[src/rtl/nmr_seq_pkg.sv]
// ---------------------------------------------------------------------------
// nmr_seq_pkg : shared types for the table-driven NMR pulse sequencer
// Revision    : 1.0
// ---------------------------------------------------------------------------
`default_nettype none

package nmr_seq_pkg;

  localparam int SEQ_TW  = 32;
  localparam int SEQ_PHW = 2;

  typedef enum logic [2:0] {
    S_IDLE  = 3'd0,
    S_LOAD  = 3'd1,
    S_PULSE = 3'd2,
    S_GAP   = 3'd3,
    S_DONE  = 3'd4
  } seq_state_t;

  typedef struct packed {
    logic [SEQ_TW-1:0]  len;
    logic [SEQ_TW-1:0]  gap;
    logic [SEQ_PHW-1:0] phase;
  } seq_entry_t;

endpackage

`default_nettype wire

[src/rtl/nmr_us_tick.sv]
// ---------------------------------------------------------------------------
// nmr_us_tick : microsecond prescaler; tick is high in the last cycle of each us
// Revision    : 1.0
// ---------------------------------------------------------------------------
`default_nettype none

module nmr_us_tick #(
  parameter int US_DIVIDER = 125
) (
  input  logic clk,
  input  logic rst_n,
  input  logic reload,
  output logic tick
);

  localparam int              CW     = $clog2(US_DIVIDER);
  localparam logic [CW-1:0]   RELOAD = CW'(US_DIVIDER - 1);

  logic [CW-1:0] r_cnt;

  always_ff @(posedge clk or negedge rst_n) begin
    if (!rst_n) begin
      r_cnt <= RELOAD;
    end else if (reload || (r_cnt == '0)) begin
      r_cnt <= RELOAD;
    end else begin
      r_cnt <= r_cnt - 1'b1;
    end
  end

  assign tick = (r_cnt == '0);

endmodule

`default_nettype wire

[src/rtl/nmr_pulse_table_sequencer.sv]
// ---------------------------------------------------------------------------
// nmr_pulse_table_sequencer : table-driven RF pulse sequencer, optional
// receiver blanking when NMR_SEQ_BLANK_EN is defined.   Revision : 1.0
// ---------------------------------------------------------------------------
`default_nettype none

module nmr_pulse_table_sequencer
  import nmr_seq_pkg::*;
#(
  parameter int US_DIVIDER = 125,
  parameter int N_ENTRIES  = 8,
  parameter int TW         = SEQ_TW,
  parameter int PHW        = SEQ_PHW,
  parameter int LW         = 16,
  localparam int AW        = $clog2(N_ENTRIES)
) (
  input  logic           clk,
  input  logic           rst_n,
  input  logic           wr_en,
  input  logic [AW-1:0]  wr_addr,
  input  logic [TW-1:0]  wr_len,
  input  logic [TW-1:0]  wr_gap,
  input  logic [PHW-1:0] wr_phase,
  input  logic [AW:0]    n_entries,
  input  logic [LW-1:0]  loop_cnt,
  input  logic [TW-1:0]  blank_len,
  input  logic           start,
  input  logic           abort,
  input  logic           force_on,
  output logic           pulse_out,
  output logic [PHW-1:0] phase_out,
  output logic           sync_out,
  output logic           blank_out,
  output logic           busy,
  output logic           done
);

  localparam logic [AW:0] N_MAX = (AW + 1)'(N_ENTRIES);

  seq_entry_t     r_table [N_ENTRIES];
  seq_state_t     r_state;
  logic [AW-1:0]  r_idx;
  logic [AW:0]    r_n;
  logic [LW-1:0]  r_loop;
  logic [LW-1:0]  r_pass;
  logic [TW-1:0]  r_us;
  logic           r_pulse;
  logic [PHW-1:0] r_phase;
  logic           r_sync;
  logic           r_busy;
  logic           r_done;

  seq_entry_t     w_entry;
  logic           w_tick;
  logic           w_us_end;
  logic           w_last;
  logic           w_entry_end;

  always_ff @(posedge clk) begin
    if (wr_en && !r_busy) begin
      r_table[wr_addr] <= '{len: wr_len, gap: wr_gap, phase: wr_phase};
    end
  end

  assign w_entry  = r_table[r_idx];
  assign w_us_end = w_tick && (r_us == TW'(1));
  assign w_last   = ({1'b0, r_idx} == (r_n - 1'b1));

  // An entry finishes either in its own LOAD (empty entry) or when the last timed phase expires.
  assign w_entry_end = ((r_state == S_LOAD) && (r_n != '0) &&
                        (w_entry.len == '0) && (w_entry.gap == '0))
                    || ((r_state == S_PULSE) && w_us_end && (w_entry.gap == '0))
                    || ((r_state == S_GAP) && w_us_end);

  nmr_us_tick #(.US_DIVIDER(US_DIVIDER)) u_us_tick (
    .clk    (clk),
    .rst_n  (rst_n),
    .reload (r_state == S_LOAD),
    .tick   (w_tick)
  );

  always_ff @(posedge clk or negedge rst_n) begin
    if (!rst_n) begin
      r_state <= S_IDLE;
      r_idx   <= '0;
      r_n     <= '0;
      r_loop  <= '0;
      r_pass  <= '0;
      r_us    <= '0;
      r_pulse <= 1'b0;
      r_phase <= '0;
      r_sync  <= 1'b0;
      r_busy  <= 1'b0;
      r_done  <= 1'b0;
    end else if (abort) begin
      r_state <= S_IDLE;
      r_idx   <= '0;
      r_pass  <= '0;
      r_us    <= '0;
      r_pulse <= 1'b0;
      r_phase <= '0;
      r_sync  <= 1'b0;
      r_busy  <= 1'b0;
      r_done  <= 1'b0;
    end else begin
      r_done <= 1'b0;
      case (r_state)
        S_IDLE: begin
          if (start) begin
            r_state <= S_LOAD;
            r_busy  <= 1'b1;
            r_idx   <= '0;
            r_pass  <= '0;
            r_n     <= (n_entries > N_MAX) ? N_MAX : n_entries;
            r_loop  <= loop_cnt;
          end
        end
        S_LOAD: begin
          if (r_n == '0) begin
            r_state <= S_DONE;
            r_done  <= 1'b1;
          end else begin
            r_phase <= w_entry.phase;
            if (w_entry.len != '0) begin
              r_state <= S_PULSE;
              r_pulse <= 1'b1;
              r_us    <= w_entry.len;
              r_sync  <= (r_idx == '0) && (r_pass == '0);
            end else if (w_entry.gap != '0) begin
              r_state <= S_GAP;
              r_pulse <= 1'b0;
              r_us    <= w_entry.gap;
            end
          end
        end
        S_PULSE: begin
          if (w_us_end) begin
            r_sync <= 1'b0;
            if (w_entry.gap != '0) begin
              r_state <= S_GAP;
              r_pulse <= 1'b0;
              r_us    <= w_entry.gap;
            end
          end else if (w_tick) begin
            r_us <= r_us - 1'b1;
          end
        end
        S_GAP: begin
          if (!w_us_end && w_tick) begin
            r_us <= r_us - 1'b1;
          end
        end
        S_DONE: begin
          r_state <= S_IDLE;
          r_busy  <= 1'b0;
          r_pulse <= 1'b0;
          r_phase <= '0;
          r_idx   <= '0;
          r_pass  <= '0;
        end
        default: r_state <= S_IDLE;
      endcase

      if (w_entry_end) begin
        if (w_last && (r_pass >= r_loop)) begin
          r_state <= S_DONE;
          r_done  <= 1'b1;
        end else begin
          r_state <= S_LOAD;
          r_idx   <= w_last ? '0 : r_idx + 1'b1;
          if (w_last) begin
            r_pass <= r_pass + 1'b1;
          end
        end
      end
    end
  end

  assign pulse_out = r_pulse | force_on;
  assign phase_out = r_phase;
  assign sync_out  = r_sync;
  assign busy      = r_busy;
  assign done      = r_done;

`ifdef NMR_SEQ_BLANK_EN
  logic          w_fall;
  logic          w_trig;
  logic          w_blank_tick;
  logic          r_blank;
  logic [TW-1:0] r_blank_cnt;

  // Next-edge falling of the internal gate, mirroring every path that drops r_pulse.
  always_comb begin
    w_fall = 1'b0;
    if (r_pulse) begin
      if (abort) begin
        w_fall = 1'b1;
      end else begin
        case (r_state)
          S_PULSE: w_fall = w_us_end && (w_entry.gap != '0);
          S_LOAD:  w_fall = (r_n != '0) && (w_entry.len == '0) && (w_entry.gap != '0);
          S_DONE:  w_fall = 1'b1;
          default: w_fall = 1'b0;
        endcase
      end
    end
  end

  assign w_trig = w_fall && (blank_len != '0);

  nmr_us_tick #(.US_DIVIDER(US_DIVIDER)) u_blank_tick (
    .clk    (clk),
    .rst_n  (rst_n),
    .reload (w_trig),
    .tick   (w_blank_tick)
  );

  always_ff @(posedge clk or negedge rst_n) begin
    if (!rst_n) begin
      r_blank     <= 1'b0;
      r_blank_cnt <= '0;
    end else if (w_trig) begin
      r_blank     <= 1'b1;
      r_blank_cnt <= blank_len;
    end else if (r_blank && w_blank_tick) begin
      if (r_blank_cnt == TW'(1)) begin
        r_blank <= 1'b0;
      end
      r_blank_cnt <= r_blank_cnt - 1'b1;
    end
  end

  assign blank_out = r_blank;
`else
  logic w_unused_blank;
  assign w_unused_blank = ^blank_len;
  assign blank_out      = 1'b0;
`endif

endmodule

`default_nettype wire

[config.mk]
export PLATFORM = sky130hd
export DESIGN_NAME = nmr_pulse_table_sequencer
export DESIGN_NICKNAME = d
export VERILOG_FILES = /design/src/rtl/nmr_seq_pkg.sv /design/src/rtl/nmr_us_tick.sv /design/src/rtl/nmr_pulse_table_sequencer.sv
export SDC_FILE = /design/constraint.sdc
export NUM_CORES = 1
export LEC_CHECK = 0
export CORE_UTILIZATION = 54
export CTS_CLUSTER_DIAMETER = 40
export DETAILED_ROUTE_END_ITERATION = 8
export PLACE_DENSITY = 0.74
export SLEW_MARGIN = 20
export SYNTH_ARGS = -nofsm -noshare
export SYNTH_HDL_FRONTEND = slang
export SYNTH_HIERARCHICAL = 1
export SYNTH_SLANG_ARGS = --single-unit
[constraint.sdc]
create_clock -name clk -period 8.2 [get_ports clk]
set_clock_uncertainty 0.2 [all_clocks]
set_input_delay 1.23 -clock clk [delete_from_list [all_inputs] [get_ports clk]]
set_output_delay 1.23 -clock clk [all_outputs]
set_load 0.01 [all_outputs]
# ---- Yosys cells after proc, flatten, opt, wreduce, memory -nomap -nowiden
# Memory sizes are Yosys's and may differ from the RTL's.
# Index checks and enable logic that the tools add are counted.
dict set report classes {
  add_sub_neg 5
  n_lt_le_gt_ge 2
  eq_ne 15
  mux 55
  n_reduce_logical 38
  bitwise 2
}
# op n
set op_table {}
lappend op_table {{2-to-1 mux 32 bit} 7}
lappend op_table {{case mux 32 bit (3 select lines)} 1}
lappend op_table {{2-to-1 mux 16 bit} 5}
lappend op_table {{zero test 32 bit} 2}
lappend op_table {{nonzero test 32 bit} 2}
lappend op_table {{2-to-1 mux 3 bit} 13}
lappend op_table {{== test 32 x 1 -> 1 bit, second input constant} 1}
lappend op_table {{case mux 16 bit (2 select lines)} 1}
lappend op_table {{subtractor 32 x 1 -> 32 bit, second input constant} 1}
lappend op_table {{2-to-1 mux 1 bit} 18}
lappend op_table {{adder 16 x 1 -> 16 bit, second input constant} 1}
lappend op_table {{>= comparator 16 bit} 1}
lappend op_table {{zero test 16 bit} 1}
lappend op_table {{!= test 3 bit, second input constant} 5}
lappend op_table {{!= test 4 bit, second input constant} 3}
lappend op_table {{case mux 3 bit (4 select lines)} 1}
lappend op_table {{nonzero test 4 bit} 3}
lappend op_table {{logical AND 1 bit} 11}
lappend op_table {{AND reduction 3 bit} 3}
lappend op_table {{nonzero test 3 bit} 3}
lappend op_table {{AND reduction 4 bit} 2}
lappend op_table {{zero test 7 bit} 1}
lappend op_table {{2-to-1 mux 7 bit} 1}
lappend op_table {{subtractor 7 x 1 -> 7 bit, second input constant} 1}
lappend op_table {{21 further kinds} 29}
dict set report totals {
  inputBits 127
  wordCells 130
  ramBits 528
  n_memories 1
  ff_bits 87
}
# memory words word_bits read_ports rd_ports_with_merged_regs wr line
set mem_list {}
lappend mem_list {r_table 8 66 1 0 1 nmr_pulse_table_sequencer.sv:40} ;# seq_entry_t r_table [N_ENTRIES];

# ---- Logic depth before layout (Yosys ltp)
# Gate-level depths: netlist of run 1.
dict set report depth {
  word_depth 8
  depth_mapped 16
  ltp_nobuf 11
}

# ---- Modules after synthesis
# Netlist of run 1, hierarchy kept.
# module seq_area_each_um2 cells_per_inst n_inst area_per_inst_um2
set by_module_without_submodules {}
lappend by_module_without_submodules {nmr_pulse_table_sequencer 17857.1 1727 1 26808.2}
lappend by_module_without_submodules {nmr_us_tick 181.4 32 1 346.6}

# ---- Worst setup path after synthesis of run 1
# OpenSTA, ideal clock, no wires.
dict set report synth_path {
  kind {input to register}
  start {input wr_addr[2]}
  end {memory r_table[0][0] in the netlist's numbering, enable pin}
  t_arrival_ps 6228
  setup_ps 572
  path_stages 2
  slack_ps 1200
  required_ps 7428
  cell_sequence {or3b_2 nor3_1}
}
# element line
set synth_lines {}
lappend synth_lines {{from (decl)} nmr_pulse_table_sequencer.sv:20} ;# input logic [AW-1:0] wr_addr,
lappend synth_lines {{to (decl)} nmr_pulse_table_sequencer.sv:40}
# No word-level cell before the write port.

# ---- Worst setup path after layout of run 1
dict set report layout_path {
  start {register r_idx[0]}
  end {register r_us[12]}
}
dict set report layout_via {
  elab_chain_cells 7
}
# element line
set layout_rtl {}
lappend layout_rtl {{from (decl)} nmr_pulse_table_sequencer.sv:42} ;# logic [AW-1:0] r_idx;
lappend layout_rtl {{from (signal assigned)} nmr_pulse_table_sequencer.sv:170} ;# r_idx <= w_last ? '0 : r_idx + 1'b1;
lappend layout_rtl {{memory (8 x 66 bit) (*)} n/a}
lappend layout_rtl {{nonzero test 32 bit} {nmr_pulse_table_sequencer.sv:129, nmr_pulse_table_sequencer.sv:139}}
lappend layout_rtl {{2-to-1 mux 32 bit} {nmr_pulse_table_sequencer.sv:129, nmr_pulse_table_sequencer.sv:139}}
lappend layout_rtl {{2-to-1 mux 32 bit} nmr_pulse_table_sequencer.sv:124} ;# if (w_entry.len != '0) begin
lappend layout_rtl {{2-to-1 mux 32 bit} nmr_pulse_table_sequencer.sv:119} ;# if (r_n == '0) begin
lappend layout_rtl {{case mux 32 bit (3 select lines) (*)} nmr_pulse_table_sequencer.sv:107} ;# case (r_state)
lappend layout_rtl {{2-to-1 mux 32 bit (*)} nmr_pulse_table_sequencer.sv:95} ;# end else if (abort) begin
lappend layout_rtl {{to (signal assigned)} nmr_pulse_table_sequencer.sv:127} ;# r_us <= w_entry.len;
lappend layout_rtl {{to (signal assigned)} nmr_pulse_table_sequencer.sv:132} ;# r_us <= w_entry.gap;
lappend layout_rtl {{to (signal assigned)} nmr_pulse_table_sequencer.sv:142} ;# r_us <= w_entry.gap;
lappend layout_rtl {{to (decl)} nmr_pulse_table_sequencer.sv:46} ;# logic [TW-1:0] r_us;
# Every way passes the cells marked *; elsewhere a longest branch is shown, timed or not. The select of a mux whose other input is x is not followed.
# A chain may end at the register's enable or synchronous reset.

==> results of run 1 <==
==> per-layer routing <==
metal  vias up  GRT usage [%]
li1       7275              -
met1      8585           35.8
met2       881           41.6
met3       173           5.14
met4         4           11.6
met5         -              0
==> layout make-up <==
class	instances	area, um2
Clock buffer	102	2310
Multi-Input combinational cell	998	8510
Sequential cell	615	18000
Inverter	50	188
Antenna cell	1	2.50
Clock inverter	62	672
Fill cell	3459	17400
Tap cell	664	831
Timing Repair Buffer	133	1290
==> critical path, cell delays in order, from the launching register on <==
cell and delay [ns]:
dfrtp_4 0.89, clkinv_1 0.61, buf_4 0.40, o221ai_1 0.10, o21ai_0 0.14, o21ai_0 0.34, nor4b_2 0.82, nand3_1 0.51
buf_4 0.38, a221oi_1 0.68, a211oi_1 0.16, a21o_1 0.19
==> through the flow <==
stage | hold WS, ns | instance area (um2) | utilization, %
6_report | 0.242 | 31800 | 64.7
2_1_floorplan | 0.232 | 27200 | -
3_3_place_gp | 0.259 | 28800 | 58.5
4_1_cts | 0.216 | 31800 | 64.6
3_5_place_dp | 0.268 | 28800 | 58.5
5_1_grt | 0.225 | 31800 | 64.7
==> flip-flops by register name, summed over array words and instances, names as in the netlist <==
name,flops
done,1
r_us,32
r_idx,3
r_pass,16
sync_out,1
r_loop,16
r_state,3
r_pulse,1
phase_out,2
busy,1
r_n,4
r_table,528
u_us_tick/r_cnt,7
==> cell usage in the layout, fill, tap and decap left out, drive strengths merged, types with 18 or more instances in the layout <==
| cell type | synthesis | layout |
|---|---|---|
| nand2 | 113 | 113 |
| nand3 | 27 | 27 |
| nor3 | 54 | 54 |
| a21o | 31 | 31 |
| and2 | 24 | 24 |
| clkinv | 3 | 29 |
| o21ai | 59 | 59 |
| ha | 26 | 26 |
| a31oi | 20 | 20 |
| clkbuf | 50 | 102 |
| inv | 47 | 70 |
| nand2b | 18 | 18 |
| xnor2 | 21 | 21 |
| mux2i | 53 | 53 |
| dfrtp | 82 | 82 |
| mux4 | 117 | 117 |
| a21oi | 54 | 54 |
| clkdlybuf4s50 | 0 | 99 |
| nand4 | 19 | 19 |
| edfxtp | 528 | 528 |
| nor2 | 90 | 90 |
| mux2 | 28 | 28 |
| nor4 | 36 | 36 |
| buf | 46 | 34 |
==> worst paths after layout <==
check	start	endpoint	slack [ns]
min reg2reg	u_us_tick/r_cnt[0]$_DFF_PN0_	u_us_tick/r_cnt[0]$_DFF_PN0_	0.27
max reg2reg	r_idx[0]$_DFF_PN0_	r_us[12]$_DFFE_PN0P_	2.60
max in group asynchronous	rst_n	r_idx[2]$_DFF_PN0_	6.51
min in group clk	u_us_tick/r_cnt[0]$_DFF_PN0_	u_us_tick/r_cnt[0]$_DFF_PN0_	0.27
max	r_idx[0]$_DFF_PN0_	r_us[12]$_DFFE_PN0P_	2.60
min	rst_n	r_loop[10]$_DFFE_PN0P_	0.24
==> where the power goes <==
part	internal (mW)	switching, mW	total (mW)	leakage (nW)
registers	3.63	0.194	3.83	5.92
clock network	2.27	1.49	3.76	1.44
logic	0.545	0.861	1.41	3.62
==> logic make-up (layout without fill, tap and decap cells) <==
| family | Yosys count | after routing | synth area share (%) |
|---|---|---|---|
| DFF | 615 | 615 | 66.4 |
| and+or+nand+nor | 458 | 458 | 8.80 |
| AOI/OAI and AO/OA | 282 | 282 | 7.03 |
| muxes | 198 | 198 | 12.9 |
| buffers and inverters | 146 | 347 | 2.52 |
| xor gates and xnor gates | 33 | 33 | 1.06 |
| adders and majority gates | 26 | 26 | 1.20 |
| other | 1 | 2 | 0.0138 |
==> impl_results.md, run 1 <==
- Final setup viols: 0
- Syn Nets: between 1500 and 2000
- Sequential area share after synthesis: 66.4%
- Synth top cells by count: 528 x edfxtp_1, 113 x nand2_1, 108 x mux4_2, 89 x nor2_1, 82 x dfrtp_1
- Quantity of hold-fixing buffers added after cts: 0
- Total power: about 9 mW
- Setup ws final: between 2 and 3 ns
- Critical path data arrival time: a little under 6 ns
- Fin crit period: between 5 and 6 ns
- Clk slew on worst S/H paths: ~0.060 ns
- IO buf count: 100
- Final Instance Count excl. Fillers: between 2000 and 3000
- Synth area leader: edfxtp_1
- Vias in the first global route: approximately 17000
- # DRC: 0
- Wl on met1: between 20000 and 30000 um
- Starting Density: 55.1%
- Final period util: 68.3%
- GRT Total Usage: 26.4%
- RSZ-0062 raised after global routing: false
- Routed via count: about 17000
- Avg Cell Area, Syn: ~15 um2
- GPL Wtd Cong: slightly above 0.9
- Static Leak: 11.0 nW
- Primary FF master, synth: edfxtp_1
- PwrDens: approximately 280 nW/um2
- Drt pass-1 iters: 6
- Final nets: between 2000 and 2500
- # Post-CTS Setup Buffers: 0
- Clk root buf: clkbuf_16
- Max Cap Viol: 0
- Hold crit path type: in -> async
- Core ar.: approximately 50000 um2
- Grt total ovfl: 0
- Synth unique cells: 81
- Synth top area share: 58.4%
- Count of flip-flops with a built-in enable after synthesis: ~530
- Rel. slew slack: between 20% and 30%
- Worst EP required: approximately 8.5 ns
- Yosys Warn Count: 6
- Max layer used: met5
- Placed Cells: 2459
- Critical path type: reg -> reg
- Syn Std Cell Area: 27200 um2
- Largest net degree at the start of global routing: 76
- Met2 wire length: approximately 32000 um
- Most frequent cell after synthesis: edfxtp_1
- VDD IR max: 0.237 mV
- Async S/R FF share, synth: 14.1%
- Die height: about 230 um
- CTS resizes: 0
- Die width: around 230 um
- Hpwl dp: 39400 um
- Final hold vios: 0
- Routed length per instance: around 25 um
- Cell count after synthesis: between 1500 and 2000
- Crit-path max FO: 36
- Max Clock Freq: roughly 0.18 GHz
- Die area: around 50000 um2
- Post-DRT Antenna Nets: 0
- Global-route wire length before repair: roughly 100000 um
- Routed length on met3: between 4000 and 5000 um
- Area grow syn2layout: 17.3%
- Share of post-route cells with drive strength above 1: 18.2%
- CP endpoint kind: flop
- Fin Setup TNS: 0 ns
- Top Ports: between 100 and 150
- Routed WL: 66000 um
- Initial antenna violation count: 3
- # H-tree levels: 3
- Clock tree buffer depth: 3
- Yosys reg bits: about 620
- # clock sinks: 615
- Most area-consuming cells after synthesis: edfxtp_1 58%, mux4_2 9.0%, dfrtp_1 7.6%, mux2i_1 2.0%, nand2_1 1.6%
- Vias per cell: 6.44
- Clk_lat worst skew: 0.65 ns
- Outcome: finished clean
- CP Launch Type: flop
- # rows: 81
- TritonCTS clock tree: done
- Register-to-Register Path Depth: 11
- Slew Viols, Final: 0
- Slew @ Worst Pin: about 1.1 ns
- CTS Buf Count: 90
- DR iter-0 viols: 1944
- Pre-CTS setup slack: 2.50 ns
Power figures use the tool's default switching activity.
==> inputs of run 2 (changes only) <==
==> constraint.sdc (replaced) <==
create_clock -name clk -period 5.3 [get_ports clk]
set_clock_uncertainty 0.2 [all_clocks]
set_input_delay 0.795 -clock clk [delete_from_list [all_inputs] [get_ports clk]]
set_output_delay 0.795 -clock clk [all_outputs]
set_load 0.01 [all_outputs]
==> run 2 against run 1 <==
- register-to-register slack got worse by 1.9 ns
- total power is 55% higher
- design area grew 0.68%
- critical path depth is 2 lower
- combinational power increased by 54%
- die area stayed put
- critical path type unchanged
- largest power group unchanged
==> impl_results.md, run 2 (synthesized netlist as in run 1, its figures left out) <==
- Die height: 226 um (unchanged)
- Vias per cell: 6.37 (-1.2%)
- Hold EP: u_us_tick/r_cnt[0]$_DFF_PN0_
- Final nets: 2057 (+0.78%)
- Routed length per instance: 25.1 um (-0.21%)
- CP endpoint kind: flop
- Static Leak: 11.1 nW (+1.1%)
- R2r setup slk: 0.68 ns (-1.92 ns)
- CP Launch Type: flop
- # clock sinks: 615 (unchanged)
- Starting Density: 55.1% (unchanged)
- Total power: 13.9 mW (+55%)
- Crit-path max FO: 40 (+11%)
- Max Clock Freq: 0.216 GHz (+21%)
- Critical path data arrival time: 4.91 ns (-1.03 ns)
- Final hold vios: 0 (unchanged)
- Reg with most FFs: r_table
- Area grow syn2layout: 18.1%
- Clock tree buffer depth: 3 (unchanged)
- Worst path bufs/invs: 1 (-2)
- Min-delay src: u_us_tick/r_cnt[0]$_DFF_PN0_
- # H-tree levels: 3 (unchanged)
- Fin crit period: 4.62 ns (-0.982 ns)
- GPL Wtd Cong: 0.913 (-1.3%)
- PwrDens: 434 nW/um2 (+54%)
- Critical path type: reg -> reg
- Die width: 226 um (unchanged)
- Drt pass-1 iters: 6 (unchanged)
- Core ar.: 49300 um2 (unchanged)
- Initial antenna violation count: 2 (-1)
- Largest net degree at the start of global routing: 67 (-12%)
- Grt total ovfl: 0 (unchanged)
- Most common cell after layout, fill and taps aside: edfxtp_1
- GRT Total Usage: 26.4% (+0.055 points)
- Clk root buf: clkbuf_16
- Hold depth: 1
- IO buf count: 100 (unchanged)
- Fin util: 65.1% (+0.44 points)
- CP peak stage delay: 0.92 ns (+0.03 ns)
- Die area: 51200 um2 (unchanged)
- VDD IR max: 0.273 mV (+16%)
- Worst-path cell chain: mux4_2 -> mux2i_1 -> nand4_1 -> nor4_4 -> nand3_1 -> buf_4 -> nand2_1 -> a221oi_1 -> a221o_1
- # rows: 81 (unchanged)
- Outcome: finished clean
- # DRC: 0 (unchanged)
- Share of post-route cells with drive strength above 1: 18.9% (+0.75 points)
- Final period util: 87.2% (+19 points)
- Top Ports: 134 (unchanged)
- Largest delay contributor family on the critical path: simple AND/OR/NAND/NOR gates
- Worst R2R End: r_us[31]$_DFFE_PN0P_
- Clk slew on worst S/H paths: 0.06 ns (about the same)
- Slew @ Worst Pin: 1.05 ns (-0.0136 ns)
- Register-to-Register Path Depth: 9 (-2)
- Clk_lat worst skew: 0.63 ns (-0.02 ns)
- Final setup viols: 0 (unchanged)
- Commonest cells after routing, fill and taps aside: 528 x edfxtp_1, 113 x nand2_1, 108 x mux4_2
- Post-DRT Antenna Nets: 0 (unchanged)
- RSZ-0062 raised after global routing: false
- DR iter-0 viols: 1726 (-11%)
- Worst reg2reg startpoint: r_idx[0]$_DFF_PN0_
- Vias in the first global route: 16900 (-0.44%)
- Worst EP required: 5.59 ns (-2.94 ns)
- Hold crit path type: reg -> reg
- Routed via count: 16800 (-0.58%)
- Global-route wire length before repair: 101000 um (+0.33%)
- Largest registers: r_table (528), r_us (32)
- CTS Buf Count: 85 (-5.6%)
- Rel. slew slack: 29.5% (+0.91 points)
- Hpwl dp: 39900 um (+1.2%)
- Fin Setup TNS: 0 ns (unchanged)
- Max Cap Viol: 0 (unchanged)
- Number of flip-flops in the largest register: 528 (unchanged)
- CTS resizes: 0 (unchanged)
- TritonCTS clock tree: done
- Crit-path slowest cell: dfrtp_4
- Routed WL: 66300 um (+0.44%)
- Slew Viols, Final: 0 (unchanged)
[run 2: area by class of cell]
class                           instances  area, um2
Clock buffer                          103       2310
Clock inverter                         57        636
Fill cell                            3379      17200
Tap cell                              664        831
Sequential cell                       615      18000
Timing Repair Buffer                  154       1540
Antenna cell                            1       2.50
Multi-Input combinational cell        998       8510
Inverter                               50        188
[run 2: timing repair]
action	CTS	global route
hold buffers	1	0
endpoints found under the hold margin	40	0
buffers inserted	0	0
[run 2: report_power, final]
part / leakage [nW] / total (mW) / switching, mW / internal [mW]
Sequential: 5.92 / 5.92 / 0.299 / 5.62
Clock: 1.42 / 5.81 / 2.24 / 3.57
Combinational: 3.75 / 2.17 / 1.31 / 0.867
Total: 11.1 / 13.9 / 3.85 / 10.1
[run 2: metrics by stage]
| stage | worst slack (ns) | instance area [um2] | hold WS (ns) | cells |
|---|---|---|---|---|
| after floorplan | 0.507 | 27200 | 0.232 | 1759 |
| after global placement | 0.726 | 29100 | 0.252 | 2478 |
| after detailed placement | 0.708 | 29100 | 0.272 | 2479 |
| after CTS | 0.677 | 32000 | 0.280 | 2640 |
| after global routing | 0.446 | 32100 | 0.286 | 2642 |
| final | 0.680 | 32100 | 0.274 | 2642 |
[run 2: metal layers]
| layer | routed length (um) | track usage [%] | up-vias |
|---|---|---|---|
| met5 | 13 | 0 | - |
| met4 | 2180 | 9.50 | 2 |
| met3 | 5310 | 5.28 | 150 |
| met2 | 32100 | 42.9 | 895 |
| met1 | 26700 | 35.6 | 8471 |
| li1 | - | - | 7302 |
[run 2: worst max path at each step]
| stage | start | endpoint | depth (start not counted) |
|---|---|---|---|
| 2_1_floorplan | wr_addr[2] | r_table[1][0]$_DFFE_PP_ | 2 |
| 3_3_place_gp | r_idx[0]$_DFF_PN0_ | r_pass[14]$_DFF_PN0_ | 9 |
| 3_5_place_dp | r_idx[0]$_DFF_PN0_ | r_pass[14]$_DFF_PN0_ | 9 |
| 4_1_cts | r_idx[0]$_DFF_PN0_ | r_pass[14]$_DFF_PN0_ | 9 |
| 5_1_grt | r_idx[0]$_DFF_PN0_ | r_us[31]$_DFFE_PN0P_ | 10 |
| 6_report | r_idx[0]$_DFF_PN0_ | r_us[31]$_DFFE_PN0P_ | 9 |
==> inputs of run 3 (changes only) <==
--- a/config.mk
+++ b/config.mk
@@ -5,10 +5,12 @@
 export SDC_FILE = /design/constraint.sdc
 export NUM_CORES = 1
 export LEC_CHECK = 0
-export CORE_UTILIZATION = 54
+export CORE_MARGIN = 2
+export CORE_UTILIZATION = 55
 export CTS_CLUSTER_DIAMETER = 40
 export DETAILED_ROUTE_END_ITERATION = 8
-export PLACE_DENSITY = 0.74
+export GPL_TIMING_DRIVEN = 0
+export PLACE_DENSITY = 0.75
 export SLEW_MARGIN = 20
 export SYNTH_ARGS = -nofsm -noshare
 export SYNTH_HDL_FRONTEND = slang
==> run 3 against run 2 <==
- critical path depth up 2
- sequential share of layout area down 0.95 points
- core utilization up 1.6 points
- highest routed layer unchanged
==> impl_results.md, run 3 (synthesized netlist as in run 1, its figures left out) <==
- Vias per cell: 6.51 (+2.2%)
- Reg with most FFs: r_table
- Largest registers: r_table (528), r_us (32)
- Slew @ Worst Pin: 1.14 ns (+0.0896 ns)
- Hpwl dp: 52300 um (+31%)
- Worst-path cell chain: buf_2 -> clkinv_1 -> clkbuf_1 -> mux2i_1 -> nand4_1 -> nor4_4 -> nand3_1 -> clkbuf_1 -> a221oi_1 -> a211oi_1 -> a21o_1
- TritonCTS clock tree: done
- GPL Wtd Cong: 0.968 (+6.0%)
- Switching power: 3.86 mW (+0.34%)
- Largest net degree at the start of global routing: 75 (+12%)
- # H-tree levels: 3 (unchanged)
- Fin Hold WS: 0.271 ns (-0.00284 ns)
- # rows: 81 (unchanged)
- VDD IR max: 0.270 mV (-1.3%)
- CP Launch Type: flop
- CP endpoint kind: flop
- Share of total power in combinational logic: 17.2% (+1.6 points)
- Switching share of power: 28.3% (+0.59 points)
- Number of flip-flops in the largest register: 528 (unchanged)
- Clk_lat worst skew: 0.64 ns (about the same)
- CTS Buf Count: 81 (-4.7%)
- GRT Total Usage: 30.4% (+4.0 points)
- IO buf count: 100 (unchanged)
- Worst R2R End: r_us[24]$_DFFE_PN0P_
- Die width: 226 um (about the same)
- Area grow syn2layout: 20.0%
- Core ar.: 48800 um2 (-0.82%)
- Initial antenna violation count: 2 (unchanged)
- Critical path type: reg -> reg
- Max Cap Viol: 0 (unchanged)
- Final hold vios: 0 (unchanged)
- Worst EP required: 5.61 ns (+0.02 ns)
- Largest delay contributor family on the critical path: buffers and inverters
- Int Pwr: 9.80 mW (-2.6%)
- DR iter-0 viols: 2410 (+40%)
- Hold depth: 1 (unchanged)
- Drt pass-1 iters: 6 (unchanged)
- # clock sinks: 615 (unchanged)
- Routed length per instance: 28.1 um (+12%)
- Hold crit path type: reg -> reg
- Min-delay src: u_us_tick/r_cnt[0]$_DFF_PN0_
- Global-route wire length before repair: 113000 um (+12%)
- Most used cell, CP: clkbuf_1
- Starting Density: 55.6% (+0.46 points)
- Routed length on met3: 7640 um (+44%)
- Routed via count: 17600 (+4.6%)
- Vias in the first global route: 17800 (+5.4%)
- Final nets: 2129 (+3.5%)
- Clock power share: 39.9% (-1.9 points)
- Clock tree buffer depth: 3 (unchanged)
- Clk slew on worst S/H paths: 0.06 ns (about the same)
- CP peak stage delay: 0.85 ns (-0.07 ns)
- Post-DRT Antenna Nets: 0 (unchanged)
- RSZ-0062 raised after global routing: false
- Static Leak: 11.3 nW (+2.2%)
- Post-DP Area: 29800 um2 (+2.4%)
- Crit-path max FO: 10 (-75%)
- Routed WL: 76000 um (+15%)
- Wl on met1: 29600 um (+11%)
- PwrDens: 419 nW/um2 (-3.4%)
- Die area: 51200 um2 (about the same)
- Final setup viols: 0 (unchanged)
- Worst reg2reg startpoint: r_idx[1]$_DFF_PN0_
- Crit-path slowest cell: clkbuf_1
- Slew Viols, Final: 0 (unchanged)
- Antenna Cells: 0 (-1)
- Register-to-Register Path Depth: 11 (+2)
- Max layer used: met5
- Commonest cells after routing, fill and taps aside: 528 x edfxtp_1, 113 x nand2_1, 108 x mux4_2
- Final period util: 98.9% (+12 points)
- Share of post-route cells with drive strength above 1: 19.4% (+0.49 points)
- Fin crit period: 5.24 ns (+0.621 ns)
- Met2 wire length: 35600 um (+11%)
- Total power: 13.7 mW (-1.8%)
- Most common cell after layout, fill and taps aside: edfxtp_1
- Final Cell Area: 32600 um2 (+1.7%)
- Outcome: finished clean
- Max Clock Freq: 0.191 GHz (-12%)
- Fin util: 66.7% (+1.6 points)
- Rel. slew slack: 23.7% (-5.8 points)
- Die height: 226 um (about the same)
- Clk root buf: clkbuf_16
- Top Ports: 134 (unchanged)
- Worst path bufs/invs: 4 (+3)
- Fin Setup TNS: 0 ns (unchanged)
- # DRC: 0 (unchanged)
- Flop pwr share: 42.9% (+0.3 points)
- Grt total ovfl: 0 (unchanged)
- # fillers: 3331 (-1.4%)
- R2r setup slk: 0.06 ns (-0.62 ns)
- Hold EP: u_us_tick/r_cnt[0]$_DFF_PN0_
- Critical path data arrival time: 5.55 ns (+0.64 ns)
[run 3: cell count changes in the layout (fill, tap and decap cells not counted), sizes merged]
cell           previous run  this run
clkbuf                  103       145
buf                      54        77
inv                      68        64
clkinv                   23        26
bufinv                    8         7
clkdlybuf4s15             0         1
clkinvlp                  8         7
diode                     1         0
[run 3: repair_timing]
action | CTS | global route
hold buffers | 1 | 0
hold endpoints to repair | 13 | 0
buffers inserted | 0 | 0
resized for setup | 3 | 22
setup endpoints to repair | 32 | 41
[run 3: power groups by stage]
stage	clock network (mW)	registers [mW]	logic (mW)
2_1_floorplan	0	5.90	1.55
3_3_place_gp	0	5.96	2.16
3_5_place_dp	0	5.95	2.27
4_1_cts	5.50	5.86	2.29
5_1_grt	5.70	5.90	2.55
6_report	5.45	5.86	2.34
[run 3: worst max-delay path by stage]
| stage | from | endpoint | slack, ns | cells after the start |
|---|---|---|---|---|
| 2_1_floorplan | wr_addr[2] | r_table[1][0]$_DFFE_PP_ | 0.51 | 2 |
| 3_3_place_gp | wr_en | r_table[1][3]$_DFFE_PP_ | -2.94 | 3 |
| 3_5_place_dp | r_idx[1]$_DFF_PN0_ | r_pass[13]$_DFF_PN0_ | -0.16 | 12 |
| 4_1_cts | r_idx[1]$_DFF_PN0_ | r_us[25]$_DFFE_PN0P_ | 0.001 | 12 |
| 5_1_grt | r_idx[2]$_DFF_PN0_ | r_pass[11]$_DFF_PN0_ | 0.009 | 14 |
| 6_report | r_idx[1]$_DFF_PN0_ | r_us[24]$_DFFE_PN0P_ | 0.06 | 11 |
[run 3: through the flow]
stage	instances	setup WS, ns
final	2704	0.0589
after global routing	2704	0.00945
after CTS	2704	0.00123
after detailed placement	2557	-0.159
after global placement	2523	-2.94
after floorplan	1759	0.507
[run 3: worst register-to-register path, delay by kind of cell, from the launching register on]
kind	cells	cell delay (ns)
buf+inv	4	1.65
flops	1	0.52
simple gates	3	1.18
mux	1	0.61
compound gates	3	0.97
[run 3: layer usage]
metal,GRT usage (%),up-vias
li1,-,7452
met1,41.7,8857
met2,47.2,1104
met3,6.78,186
met4,13.3,2
met5,0,-
[run 3: cell type report]
class	count	area (um2)	share of cell area (%)
clock inverter	54	604	1.85
buffer	95	513	1.57
inverter	50	188	0.576
tap	664	831	2.55
timing repair buffer	135	1740	5.34
clock buffer	93	2110	6.49
sequential	615	18000	55.3
multi-input combinational	998	8570	26.3
